--- src/rtl/mic1_phase_sequencer.sv ---
// MIC-1 four-subcycle microcycle sequencer: one-hot phase strobes, run/halt control, and memory-wait stretching.
// Optional single-step control is compiled in when SINGLE_STEP_EN is defined.
module mic1_phase_sequencer #(
  parameter int CNT_W = 16
) (
  input  logic             clk,
  input  logic             reset,
  input  logic             start,
  input  logic             halt_req,
  input  logic             step,
  input  logic             mem_busy,
  output logic [3:0]       phase,
  output logic             cycle_done,
  output logic             running,
  output logic [CNT_W-1:0] cycle_count
);

  typedef enum logic [2:0] {
    S_HALT, S_SUB1, S_SUB2, S_SUB3, S_SUB4, S_WAIT
  } state_t;

  state_t state, state_nx;
  logic   halt_pend, halt_pend_nx;
  logic   step_pend, step_pend_nx;
  logic   step_go;

`ifdef SINGLE_STEP_EN
  assign step_go = step & ~start & ~halt_req;

  always_ff @(posedge clk or posedge reset) begin
    if (reset) step_pend <= 1'b0;
    else       step_pend <= step_pend_nx;
  end
`else
  logic unused_step;
  assign unused_step = step;
  assign step_go     = 1'b0;
  assign step_pend   = 1'b0;
`endif

  always_ff @(posedge clk or posedge reset) begin
    if (reset) begin
      state     <= S_HALT;
      halt_pend <= 1'b0;
    end else begin
      state     <= state_nx;
      halt_pend <= halt_pend_nx;
    end
  end

  // Subcycle 4 and its stretched WAIT form share the same strobe.
  always_comb begin
    phase = 4'b0000;
    case (state)
      S_SUB1:         phase = 4'b0001;
      S_SUB2:         phase = 4'b0010;
      S_SUB3:         phase = 4'b0100;
      S_SUB4, S_WAIT: phase = 4'b1000;
      default:        phase = 4'b0000;
    endcase
  end

  assign running    = (state != S_HALT);
  assign cycle_done = phase[3] & ~mem_busy;

  always_comb begin
    state_nx     = state;
    halt_pend_nx = halt_pend;
    step_pend_nx = step_pend;
    if (running && halt_req) halt_pend_nx = 1'b1;
    case (state)
      S_HALT: begin
        if (start && !halt_req) begin
          state_nx = S_SUB1;
        end else if (step_go) begin
          state_nx     = S_SUB1;
          step_pend_nx = 1'b1;
        end
      end
      S_SUB1: state_nx = S_SUB2;
      S_SUB2: state_nx = S_SUB3;
      S_SUB3: state_nx = S_SUB4;
      S_SUB4, S_WAIT: begin
        if (mem_busy) begin
          state_nx = S_WAIT;
        end else begin
          // A halt_req arriving on the completing edge still stops here.
          if (halt_pend || halt_req || step_pend) state_nx = S_HALT;
          else                                    state_nx = S_SUB1;
          halt_pend_nx = 1'b0;
          step_pend_nx = 1'b0;
        end
      end
      default: state_nx = S_HALT;
    endcase
  end

  always_ff @(posedge clk or posedge reset) begin
    if (reset)           cycle_count <= '0;
    else if (cycle_done) cycle_count <= cycle_count + 1'b1;
  end

endmodule

--- config.mk ---
export PLATFORM = sky130hd
export DESIGN_NAME = mic1_phase_sequencer
export DESIGN_NICKNAME = d
export VERILOG_FILES = /design/src/rtl/mic1_phase_sequencer.sv
export SDC_FILE = /design/constraint.sdc
export NUM_CORES = 1
export LEC_CHECK = 0
export CELL_PAD_IN_SITES_DETAIL_PLACEMENT = 0
export CELL_PAD_IN_SITES_GLOBAL_PLACEMENT = 1
export CORE_AREA = 2 2 44 66
export DETAILED_ROUTE_END_ITERATION = 12
export DIE_AREA = 0 0 46 68
export GPL_ROUTABILITY_DRIVEN = 0
export HOLD_SLACK_MARGIN = 0.05
export PLACE_DENSITY_LB_ADDON = 0.1
export SETUP_SLACK_MARGIN = 0.15
export SLEW_MARGIN = 25
export SYNTH_ARGS = -nofsm -noshare
export SYNTH_HDL_FRONTEND = slang
export SYNTH_SLANG_ARGS = --single-unit
--- constraint.sdc ---
create_clock -name clk -period 2.25 [get_ports clk]
set_input_delay 0.45 -clock clk [delete_from_list [all_inputs] [get_ports clk]]
set_output_delay 0.45 -clock clk [all_outputs]
set_load 0.02 [all_outputs]
==> out/qor.csv <==
stage,metric,value,unit
status,status,finished clean,
timing,finalSetupViolations,0,
floorplanning,start_util,0.3502,
clock_tree,post_cts_buffers,0,
routing,topRoutingLayerUsed,met4,
clock_tree,cts_made_buffers,3,
layout,antenna_cells,0,
logic_synthesis,syn_inst,83,
timing,drv_slew,0,
clock_tree,clkSinkCount,20,
routing,drtIter0Drc,5,
logic_synthesis,netlist_area,907.1,um2
logic_synthesis,yosysMostFrequentCell,dfrtp_1,
timing,finalHoldViolations,0,
timing,fin_crit,1950,ps
logic_synthesis,async_flop_share,1.000,
clock_tree,cts_tree,yes,
logic_synthesis,yosysUniqueCellTypes,25,
global_routing,antenna_found_initial,0,
layout,final_cells,140,
routing,firstDrtPassIters,2,
global_routing,grt_pass1_wl,3.125,mm
timing,worstMarginPinSlew,263.9,ps
place,placed_area,0.001216,mm2
layout,nets,123,
routing,dr_wl_met2,998,um
place,dp_hpwl,1.440,mm
setup_path,worstSetupPathType,flip-flop to output pin,
logic_synthesis,synth_flop_cell,dfrtp_1,
global_routing,grt_overflow_total,0,
logic_synthesis,yosys-top-cells-count,"dfrtp_1, nor2_1, xnor2_1",
logic_synthesis,yosys-top-cells-area,"dfrtp_1, xnor2_1, xor2_1",
floorplanning,placementRows,23,
setup_path,crit_chain,"nor2b_1, nor2b_1, dlygate4sd2_1",
layout,synthToLayoutAreaGrowth,40.14,%
pwr,total_power,1.161,mW
hold_path,hold_class,flip-flop to flip-flop,
pwr,ir_drop,0.0005287,V
routing,viasPerCell,5.050,
setup_path,path_common_cell,nor2b_1,
setup_path,path_max_fanout,6,
routing,route.met3.wl,82,um
setup_path,crit_slowest_cell,dfrtp_1,
routing,wl_met1,763,um
pwr,p_leak,0.6298,nW
floorplanning,placeableCoreArea,0.002590,mm2
setup_path,end_kind,output pin,
logic_synthesis,synth-edff-count,0,
timing,period_share,0.8669,
timing,relSlewSlack,0.8241,
logic_synthesis,synthesis.nets,90,
routing,finalWirelength,1.899,mm
layout,drive_gt1_frac,0.08696,
clock_tree,hold_buffers,0,
timing,max_freq,512.7,MHz
layout,finalInstanceArea,0.001271,mm2
logic_synthesis,yosys_warnings,0,
clock_tree,clock_tree.htree_level_count,1,
setup_path,cp-start-kind,flip-flop,
logic_synthesis,ys_ff_latch,20,
routing,drc,0,
clock_tree,clockBufferDepth,2,
setup_path,critical-path-max-stage-delay,430,ps
logic_synthesis,seq_area_frac_synth,0.5517,
clock_tree,clk_pin_slew_worst_paths,70,ps
clock_tree,clock_latency,260,ps
place,dp_cells,136,
setup_path,required,1800,ps
logic_synthesis,synth_top_cell_by_area,dfrtp_1,
timing,grt_setup_unrepaired,false,
logic_synthesis,synth_top_area_share,0.5517,
global_routing,grt_use_total,0.1443,
routing,postRouteAntennaNets,0,
logic_synthesis,syn_area_per_cell,10.93,um2
global_routing,grt_pass1_vias,693,
place,port_buffers,26,
pwr,powerDensity,913.4,mW/mm2
setup_path,cp_data_arrival_time,1500,ps
floorplanning,die-area,0.003128,mm2
run,drv_cap,0,
layout,utilization,0.4908,
timing,setup_tns,0,ps
global_routing,grt_max_degree,21,
routing,avgRoutedWirePerCell,13.56,um
floorplanning,io-pin-count,28,
routing,via_count,707,
floorplanning,die_w,46,um
setup_path,ff2ff_setup_slack,760,ps
timing,finClkSkew,1.204,ps
clock_tree,root_buffer,clkbuf_8,
clock_tree,cts_resized,4,
floorplanning,die_h,68,um
## through the flow
stage | setup slack, ps | hold WS (ps)
CTS | 171.6 | 482.7
finish | 299.6 | 470.7
global placement | 110.0 | 460.5
global route | 171.6 | 498.8
detailed placement | 102.9 | 468.5
floorplan | 616.1 | 413.8
## cells by family after synthesis
logic type | count (synthesis) | share of synthesized area
buf+inv | 5 | 0.02206
fa+ha+maj | 1 | 0.01379
flops | 20 | 0.5517
simple gates | 36 | 0.2221
compound gates | 5 | 0.03310
xor+xnor | 15 | 0.1448
mux | 1 | 0.01241
## worst max-delay path, delay by kind of cell, from the launching register on
family	cells	cell delay [ps]
simple gates	2	460
flops	1	430
buf+inv	1	350
## registers in the layout, summed over array words and instances, names as in the netlist
name and count:
cycle_count 16, state 3, halt_pend 1
## routing by layer
metal | track usage | up-vias
met4 | 0.09643 | 0
met2 | 0.2344 | 21
met3 | 0.02111 | 5
met5 | 0 | -
met1 | 0.1700 | 341
li1 | - | 340
## layout by cell type (no fill, tap or decap), drive strengths merged
cell type and n:
and2 1, a21oi 2, and4 3, nand2 6, inv 4, a21o 1, xnor2 8, ha 1
clkdlybuf4s50 20, or2 1, mux2 1, xor2 7, and3 2, buf 3, nand4 2, o31ai 1
dfrtp 20, nand3 5, nor2 8, nand2b 1, or3 2, clkbuf 4, dlymetal6s2s 2, nor3 2
o21ai 1, and4bb 1, dlygate4sd2 4, nor2b 2
## area by class of cell
cell class	instances	area, um2
sequential	20	500.5
inverter	4	15.01
clock buffer	4	55.05
fill	266	1319
tap	25	31.28
multi-input combinational	58	386.6
timing repair buffer	29	282.8
## power by group
group	switching, mW	internal, mW
logic	0.214	0.190
registers	0.0668	0.418
clock network	0.117	0.156
## path summary, 6_finish.rpt
kind                                             start                          end  cells after the start
setup reg to reg                  state[1]$_DFFE_PP0P_   cycle_count[9]$_DFFE_PP0P_                      4
hold / removal             cycle_count[15]$_DFFE_PP0P_  cycle_count[15]$_DFFE_PP0P_                      1
setup / recovery                  state[2]$_DFFE_PP0P_                   cycle_done                      3
min in group asynchronous                        reset   cycle_count[1]$_DFFE_PP0P_                      3
hold reg to reg            cycle_count[15]$_DFFE_PP0P_  cycle_count[15]$_DFFE_PP0P_                      1
max in group asynchronous                        reset         state[2]$_DFFE_PP0P_                      3
Note: power is estimated with default switching activity, not from simulation.
